[config.mk]
export PLATFORM = sky130hd
export DESIGN_NAME = pc_unit
export DESIGN_NICKNAME = d
export VERILOG_FILES = /design/src/rtl/pc_unit_pkg.sv /design/src/rtl/pc_next_sel.sv /design/src/rtl/pc_unit.sv
export SDC_FILE = /design/constraint.sdc
export NUM_CORES = 1
export LEC_CHECK = 0
export ABC_AREA = 1
export CAP_MARGIN = 15
export CORE_AREA = 10 10 117 119
export DETAILED_ROUTE_END_ITERATION = 16
export DIE_AREA = 0 0 127 129
export GPL_TIMING_DRIVEN = 0
export HOLD_SLACK_MARGIN = 0.15
export MAX_ROUTING_LAYER = met4
export PLACE_DENSITY_LB_ADDON = 0.25
export RECOVER_POWER = 50
export SLEW_MARGIN = 25
export SYNTH_ARGS = -nofsm -noshare
export SYNTH_HDL_FRONTEND = slang
export SYNTH_SLANG_ARGS = --single-unit
[constraint.sdc]
create_clock -name clock -period 7.2 [get_ports clock]
set_clock_uncertainty 0.1 [all_clocks]
set_input_delay 1.08 -clock clock [delete_from_list [all_inputs] [get_ports clock]]
set_output_delay 1.08 -clock clock [all_outputs]
set_load 0.02 [all_outputs]
[src/rtl/pc_unit_pkg.sv]
//----------------------------------------------------------------------------
// Module : pc_unit_pkg
// Brief  : Shared state encodings and next-PC select codes for the PC unit.
// Rev    : 1.0  initial release
//----------------------------------------------------------------------------
`default_nettype none

package pc_unit_pkg;

  typedef enum logic [1:0] {
    PC_BOOT   = 2'd0,
    PC_RUN    = 2'd1,
    PC_HALTED = 2'd2
  } pc_state_e;

  typedef enum logic [2:0] {
    SEL_SEQ  = 3'd0,
    SEL_BR   = 3'd1,
    SEL_J    = 3'd2,
    SEL_JR   = 3'd3,
    SEL_EXC  = 3'd4,
    SEL_HOLD = 3'd5
  } pc_sel_e;

endpackage

`default_nettype wire

[src/rtl/pc_next_sel.sv]
//----------------------------------------------------------------------------
// Module : pc_next_sel
// Brief  : Combinational next-PC priority selector and branch/jump target adders.
// Rev    : 1.0  initial release
//----------------------------------------------------------------------------
`default_nettype none

module pc_next_sel
  import pc_unit_pkg::*;
#(
  parameter int              WIDTH      = 32,
  parameter logic [WIDTH-1:0] EXC_VECTOR = 'h80,
  parameter bit              EXC_EN     = 1'b0
) (
  input  logic [1:0]       state_i,
  input  logic             stall_i,
  input  logic             branch_taken_i,
  input  logic [WIDTH-1:0] branch_offset_i,
  input  logic             jump_i,
  input  logic [25:0]      jump_target_i,
  input  logic             jump_reg_i,
  input  logic [WIDTH-1:0] reg_target_i,
  input  logic             exc_req_i,
  input  logic [WIDTH-1:0] pc_i,
  input  logic [WIDTH-1:0] pc_plus_inc_i,
  output logic [2:0]       sel_o,
  output logic [WIDTH-1:0] next_pc_o
);

  localparam logic [WIDTH-1:0] c_LOW28 = WIDTH'(28'hFFF_FFFF);

  logic [WIDTH-1:0] w_br_target;
  logic [WIDTH-1:0] w_j_target;
  logic [WIDTH-1:0] w_jr_target;

  assign w_br_target = pc_plus_inc_i + (branch_offset_i << 2);
  // Region bits above bit 27 come from PC+INC; the rest from the instruction field.
  assign w_j_target  = (pc_plus_inc_i & ~c_LOW28) | WIDTH'({jump_target_i, 2'b00});
  assign w_jr_target = reg_target_i & ~WIDTH'(3);

  always_comb begin
    sel_o = SEL_HOLD;
    if (EXC_EN && exc_req_i && (state_i != PC_BOOT)) begin
      sel_o = SEL_EXC;
    end else if (state_i == PC_RUN) begin
      if (jump_reg_i) begin
        sel_o = (EXC_EN && (reg_target_i[1:0] != 2'b00)) ? SEL_EXC : SEL_JR;
      end else if (jump_i) begin
        sel_o = SEL_J;
      end else if (branch_taken_i) begin
        sel_o = SEL_BR;
      end else if (stall_i) begin
        sel_o = SEL_HOLD;
      end else begin
        sel_o = SEL_SEQ;
      end
    end
  end

  always_comb begin
    next_pc_o = pc_i;
    case (sel_o)
      SEL_SEQ:  next_pc_o = pc_plus_inc_i;
      SEL_BR:   next_pc_o = w_br_target;
      SEL_J:    next_pc_o = w_j_target;
      SEL_JR:   next_pc_o = w_jr_target;
      SEL_EXC:  next_pc_o = EXC_VECTOR;
      default:  next_pc_o = pc_i;
    endcase
  end

endmodule

`default_nettype wire

[src/rtl/pc_unit.sv]
//----------------------------------------------------------------------------
// Module : pc_unit
// Brief  : Program counter with boot/run/halted control and branch/jump redirect.
//          Define PC_EXC_EN to add exc_req/epc and exception redirect.
// Rev    : 1.0  initial release
//----------------------------------------------------------------------------
`default_nettype none

module pc_unit
  import pc_unit_pkg::*;
#(
  parameter int               WIDTH        = 32,
  parameter int               INC          = 4,
  parameter logic [WIDTH-1:0] RESET_VECTOR = '0,
  parameter logic [WIDTH-1:0] EXC_VECTOR   = 'h80
) (
  input  logic             clock,
  input  logic             reset,
  input  logic             stall,
  input  logic             halt,
  input  logic             resume,
  input  logic             branch_taken,
  input  logic [WIDTH-1:0] branch_offset,
  input  logic             jump,
  input  logic [25:0]      jump_target,
  input  logic             jump_reg,
  input  logic [WIDTH-1:0] reg_target,
`ifdef PC_EXC_EN
  input  logic             exc_req,
`endif
  output logic [WIDTH-1:0] PC,
  output logic [WIDTH-1:0] pc_plus_inc,
  output logic             pc_valid
`ifdef PC_EXC_EN
  ,
  output logic [WIDTH-1:0] epc
`endif
);

`ifdef PC_EXC_EN
  localparam bit c_EXC_EN = 1'b1;
  logic w_exc_req;
  assign w_exc_req = exc_req;
`else
  localparam bit c_EXC_EN = 1'b0;
  logic w_exc_req;
  assign w_exc_req = 1'b0;
`endif

  logic [1:0]       state_q, state_d;
  logic [WIDTH-1:0] pc_q, pc_d;
  logic [2:0]       w_sel;

  assign PC          = pc_q;
  assign pc_plus_inc = pc_q + WIDTH'(INC);

  pc_next_sel #(
    .WIDTH      (WIDTH),
    .EXC_VECTOR (EXC_VECTOR),
    .EXC_EN     (c_EXC_EN)
  ) u_next_sel (
    .state_i         (state_q),
    .stall_i         (stall),
    .branch_taken_i  (branch_taken),
    .branch_offset_i (branch_offset),
    .jump_i          (jump),
    .jump_target_i   (jump_target),
    .jump_reg_i      (jump_reg),
    .reg_target_i    (reg_target),
    .exc_req_i       (w_exc_req),
    .pc_i            (pc_q),
    .pc_plus_inc_i   (pc_plus_inc),
    .sel_o           (w_sel),
    .next_pc_o       (pc_d)
  );

  always_ff @(posedge clock or posedge reset) begin
    if (reset) begin
      state_q <= PC_BOOT;
      pc_q    <= RESET_VECTOR;
    end else begin
      state_q <= state_d;
      pc_q    <= pc_d;
    end
  end

  // An exception always lands in RUN, overriding a same-cycle halt.
  always_comb begin
    state_d = state_q;
    case (state_q)
      PC_BOOT:   state_d = PC_RUN;
      PC_RUN: begin
        if (w_sel == SEL_EXC)  state_d = PC_RUN;
        else if (halt)         state_d = PC_HALTED;
      end
      PC_HALTED: begin
        if (w_sel == SEL_EXC)       state_d = PC_RUN;
        else if (resume && !halt)   state_d = PC_RUN;
      end
      default:   state_d = PC_BOOT;
    endcase
  end

  always_comb begin
    pc_valid = (state_q == PC_RUN);
  end

`ifdef PC_EXC_EN
  logic [WIDTH-1:0] epc_q, epc_d;

  assign epc_d = (w_sel == SEL_EXC) ? pc_q : epc_q;
  assign epc   = epc_q;

  always_ff @(posedge clock or posedge reset) begin
    if (reset) epc_q <= '0;
    else       epc_q <= epc_d;
  end
`endif

endmodule

`default_nettype wire
== Yosys cells after proc, flatten, opt, wreduce, memory -nomap -nowiden ==
Cells that the tools add are included.
Widths: inputs -> output; s select.

* Register bits: 34

* Bitwise logic cells: 1
* Reduce and logical (&&, ||, !) cells: 6
* $add $sub $neg: 2
* Multiplexer cells: 11
* Eq/ne operators: 8

{| class="wikitable"
|+ Operators with widths
! kind !! number
|-
| $pmux 32 s5 || 1
|-
| $add 32x3->32 const B || 1
|-
| $add 32x32->32 || 1
|-
| $or 32x28->32 || 1
|-
| $mux 3 || 5
|-
| $mux 2 || 4
|-
| $eq 3x2->1 const B || 2
|-
| $pmux 2 s3 || 1
|-
| $reduce_bool 5->1 || 1
|-
| $eq 3x1->1 const B || 1
|-
| $eq 3x3->1 const B || 1
|-
| $logic_not 3->1 || 1
|-
| $ne 3x2->1 const B || 1
|-
| $ne 3x3->1 const B || 1
|-
| $eq 2x1->1 const B || 1
|-
| $eq 2x2->1 const B || 1
|-
| $logic_not 2->1 || 1
|-
| $reduce_and 2->1 || 1
|-
| $logic_and 1x1->1 || 1
|-
| $logic_not 1->1 || 1
|}

== Depth between registers and ports, before layout ==
* Depth after elaboration: 8
* Mapped depth: 23

== Hierarchy ==
Synthesis repeated with hierarchy kept, for this count alone.

* Cells, all modules: 946
* Area total of the unflattened synthesis: 5089.9 um^2

{| class="wikitable"
|+ Modules (own cells, without submodules)
! module !! sequential area each (um^2) !! instances !! area an instance (um^2) !! cells each
|-
| pc_next_sel || 0.0 || 1 || 3311.9 || 720
|-
| pc_unit || 850.8 || 1 || 1778.0 || 226
|}

== Worst setup path before layout ==
OpenSTA, ideal clock, no wires.

* Kind: reg-to-reg
* From: register pc_q[2], in the netlist PC[2]
* To: register pc_q[21], in the netlist PC[21]
* Arrival: 3.061 ns
* Period minus slack after synthesis: 3.293 ns
* Path slack: 3.907 ns
* Library setup time: 0.132 ns
* Cell stages (with the launch flop): 19
* Cell sequence: dfrtp_1 > inv_1 > nor2_4 > nand2_4 > inv_1 > nand2_1 > nor2_2 > nand3_1 > xor2_1 > ha_1 > nand2_1 > inv_1 > a21oi_1 > a21boi_0 > nand4_1 > nand3_1 > nand2_1 > nand2_1 > o21ai_0

* Longest elaborated chain between the ends: 3

{| class="wikitable"
|+ RTL lines
! element !! RTL line !! source
|-
| start, declared || pc_unit.sv:51 || <nowiki>logic [WIDTH-1:0] pc_q, pc_d;</nowiki>
|-
| start signal, assigned || pc_unit.sv:83 || <nowiki>pc_q <= pc_d;</nowiki>
|-
| $add 32x3->32 || pc_unit.sv:55 || <nowiki>assign pc_plus_inc = pc_q + WIDTH'(INC);</nowiki>
|-
| net pc_plus_inc[2] || pc_unit.sv:32 || <nowiki>output logic [WIDTH-1:0] pc_plus_inc,</nowiki>
|-
| $add 32x32->32 || pc_next_sel.sv:36 || <nowiki>assign w_br_target = pc_plus_inc_i + (branch_offset_i << 2);</nowiki>
|-
| $pmux 32 s5 || pc_next_sel.sv:62 || <nowiki>case (sel_o)</nowiki>
|}

The timed path passes the listed nets, and every way through them passes these cells.
A chain may end at the register's enable or synchronous reset.

== Worst setup path in the final report ==
* From: register pc_q[3], in the netlist PC[3]
* To: output port pc_plus_inc[24]

* Longest elaborated chain between the ends: 1

{| class="wikitable"
|+ RTL lines
! element !! RTL line
|-
| $add 32x3->32 || pc_unit.sv:55
|-
| end, declared || pc_unit.sv:32
|}

Every way passes these cells.

==> run summary <==
Run status
• outcome: finished, final reports clean

Placed design
• routability cong.: 0.9672
• detailed placement HPWL: 17,750 µm
• Cell Area, Placed: 0.006740 mm²
• number of buffers added on ports: 154
• placed instance count: 1,184

Setup path
• capturing instance or port of the critical path: pc_plus_inc[24]
• top cell family by delay on the critical path: simple AND/OR/NAND/NOR gates
• R2R Path Start: PC[3]
• Data required, critical path: 6020 ps
• element type at the critical path end: output port
• kind of critical path: flop to output port
• capturing point of the worst reg2reg path: PC[15]
• Arrival @ worst endpoint: 2790 ps
• critical path's slowest cell: sky130_fd_sc_hd__clkdlybuf4s50_1
• count of buffering cells on the critical path with inverters included: 2
• Cell Chain, Critical Path: ha_1 > nand2_1 > nor2_4 > nand2_4 > nor2_4 > nand2_2 > or2_0 > xor2_1 > inv_1 > clkdlybuf4s50_1
• first element of the critical path: PC[3]
• highest fanout seen on the critical path: 5
• category of the worst setup path launch point: flop
• R2R depth: 19
• logic depth of the worst path, buffers included: 10
• critical path's largest stage delay: 560 ps
• setup slack of the most critical reg-to-reg path: 3580 ps
• cell with the most instances on the worst path: sky130_fd_sc_hd__nor2_4

Clock network
• count of cells resized by post-cts repair: 0
• clock sink count: 32
• count of H-tree levels built during CTS: 2
• clock slew at reported path FFs: 60 ps
• buffers inserted during post-CTS setup optimization: 0
• maximum buffer depth of the clock tree: 2
• clock root buffer: sky130_fd_sc_hd__clkbuf_16
• CTS Hold Buffers Added: 0
• CTS tree: built
• clock latency on the worst-skew pair: 280 ps
• number of CTS-inserted buffers: 5

STA
• Fin Hold WS: 421.3 ps
• Final Max Tran Viols: 0
• portion of the clock cycle consumed by the worst path in the final layout: 0.5520
• Final Setup Violations: 0
• maximum operating frequency: 251.6 MHz
• final-layout setup total negative slack: 0 ps
• min cycle time layout: 3974 ps
• setup repair after global routing missed its margin: no
• Slew HR: 0.08280
• hold violation count in the final report: 0
• slew at the pin closest to its max-slew limit: 1374 ps

GRT
• Congestion Overflow GR: 0
• largest net degree at the start of global routing: 33
• Global Route Usage Sum: 0.2616
• number of global-route vias before repair: 6,215
• number of antenna violations at the first check in global routing: 0
• global-route wire length before repair: 33,260 µm

Yosys
• average cell area after synthesis: 5.666 µm²
• area of the mapped netlist: 0.005009 mm²
• number of distinct standard cells referenced by the synthesized netlist: 43
• sequential area share after synthesis: 0.1599
• share of async-settable or async-resettable flops after synthesis: 1.000
• dominant register cell in the synthesized netlist: sky130_fd_sc_hd__dfrtp_1
• Yosys warning count: 0
• Post-synth EDFFs: 0
• #FFs+latches synth: 32
• Cells after Synth: 884

Die
• core outline area: 0.01132 mm²
• row count: 39
• Die ar.: 0.01638 mm²
• die span in y: 129 µm
• x dimension of the die: 127 µm
• starting density of the core: 0.4424
• Boundary Pins: 163

Cells and area
• share of final-layout standard cells stronger than drive strength 1: 0.05624
• post-synthesis to final-layout area growth: 38.22%
• number of non-filler instances in the completed layout: 1,192
• total number of nets in the final design: 1,183
• antenna diode count: 0
• post-route cell area: 0.006923 mm²

Detailed routing
• length of the first detailed-routing pass in iterations: 5
• number of vias in the routed layout: 6,267
• # DRC: 0
• average via count per standard cell: 5.258
• total routed wirelength: 21,370 µm
• average routed wire per standard cell: 17.92 µm
• residual antenna-violating net count after detailed routing: 0
• DRC marker count from the first detailed-route iteration: 559

Run
• number of maximum-capacitance violations: 0

Hold path
• worst min-delay path category: flop to flop

Power
• Leakage: 3.530 nW
• worst voltage drop across the vdd grid: 0.3064 mV
• power per cell area: 477.8 mW/mm²

## synth_stat cells (3+ instances only)
master | number | share of area
sky130_fd_sc_hd__nand3_1 | 70 | 0.070
sky130_fd_sc_hd__dfrtp_1 | 32 | 0.16
sky130_fd_sc_hd__buf_4 | 7 | 0.010
sky130_fd_sc_hd__ha_1 | 36 | 0.090
sky130_fd_sc_hd__or2_0 | 3 | 0.0037
sky130_fd_sc_hd__nand4_1 | 11 | 0.014
sky130_fd_sc_hd__buf_2 | 7 | 0.0070
sky130_fd_sc_hd__nor2_4 | 6 | 0.013
sky130_fd_sc_hd__nor2_1 | 82 | 0.061
sky130_fd_sc_hd__o21ai_0 | 28 | 0.028
sky130_fd_sc_hd__and2_1 | 3 | 0.0037
sky130_fd_sc_hd__a21oi_1 | 62 | 0.062
sky130_fd_sc_hd__nand2_4 | 4 | 0.0090
sky130_fd_sc_hd__nand2_1 | 312 | 0.23
sky130_fd_sc_hd__buf_6 | 3 | 0.0067
sky130_fd_sc_hd__nor2_2 | 4 | 0.0050
sky130_fd_sc_hd__nand2_2 | 5 | 0.0062
sky130_fd_sc_hd__inv_2 | 4 | 0.0030
sky130_fd_sc_hd__or2_2 | 7 | 0.0087
sky130_fd_sc_hd__a22o_1 | 5 | 0.0087
sky130_fd_sc_hd__nor3_1 | 11 | 0.011
sky130_fd_sc_hd__inv_1 | 127 | 0.095
sky130_fd_sc_hd__xor2_1 | 17 | 0.030
sky130_fd_sc_hd__nand3b_1 | 4 | 0.0060
sky130_fd_sc_hd__o21bai_1 | 7 | 0.010
sky130_fd_sc_hd__xnor2_1 | 5 | 0.0087
## through the flow
step / util / total power, mW / setup slack [ps]
after detailed placement: 0.5954 / 3.031 / 3537
after global routing: 0.6115 / 3.606 / 3072
final: 0.6115 / 3.308 / 3226
after floorplan: - / 2.052 / 3907
after global placement: 0.5954 / 3.014 / 3538
after CTS: 0.6115 / 3.315 / 3227
## area by class of cell
type	instances	area (µm²)
repair buffers	154	1541
inverters	131	491.7
clock buffers	7	152.6
fillers	1141	4398
plain buffers	20	136.4
flip-flops and latches	32	800.8
multi-input cells	704	3591
well taps	143	178.9
clock inverters	1	30.03
## report_power, final
part / internal (mW) / switching, mW
logic: 0.950 / 1.69
clock network: 0.182 / 0.0856
registers: 0.273 / 0.131
## worst min path at each step
stage                     slack [ps]    endpoint  cells past startpoint  startpoint
after floorplan                  360  state_q[0]                      1  state_q[0]
after global placement           380  state_q[0]                      1  state_q[0]
after detailed placement         410  state_q[0]                      1  state_q[0]
after CTS                        420  state_q[0]                      1  state_q[0]
after global routing             440  state_q[0]                      1  state_q[0]
final                            420  state_q[0]                      1  state_q[0]
## placed cells by master, fill, tap and decap left out, types with 17 or more instances in the layout
cell / Yosys / final
sky130_fd_sc_hd__clkdlybuf4s50_1: 0 / 124
sky130_fd_sc_hd__dlygate4sd3_1: 0 / 30
sky130_fd_sc_hd__a21oi_1: 62 / 62
sky130_fd_sc_hd__xor2_1: 17 / 17
sky130_fd_sc_hd__nand2_1: 312 / 312
sky130_fd_sc_hd__o21ai_0: 28 / 28
sky130_fd_sc_hd__nor2_1: 82 / 82
sky130_fd_sc_hd__ha_1: 36 / 36
sky130_fd_sc_hd__inv_1: 127 / 127
sky130_fd_sc_hd__dfrtp_1: 32 / 32
sky130_fd_sc_hd__nand3_1: 70 / 70
## logic make-up (layout without fill, tap and decap cells)
group | Yosys count | count (layout) | share of synthesized area
AOI/OAI and AO/OA | 117 | 117 | 0.1312
xor gates and xnor gates | 23 | 23 | 0.04172
DFF | 32 | 32 | 0.1599
and+or+nand+nor | 523 | 523 | 0.4472
adders and majority gates | 37 | 37 | 0.09393
buffers and inverters | 151 | 313 | 0.1254
other | 1 | 4 | 0.0007487
## per-layer routing
metal	global-route usage	vias to the layer above	part of all wire
met3	0.05380	53	0.094
met5	-	-	0
met2	0.4043	348	0.43
met4	0.1119	0	0.043
li1	-	3123	-
met1	0.3240	2743	0.43
## state kept, by name, indices dropped and copies added (netlist names)
| signal | cells |
|---|---|
| PC | 30 |
| state_q | 2 |
No activity file was read; power rests on OpenSTA's default activity.
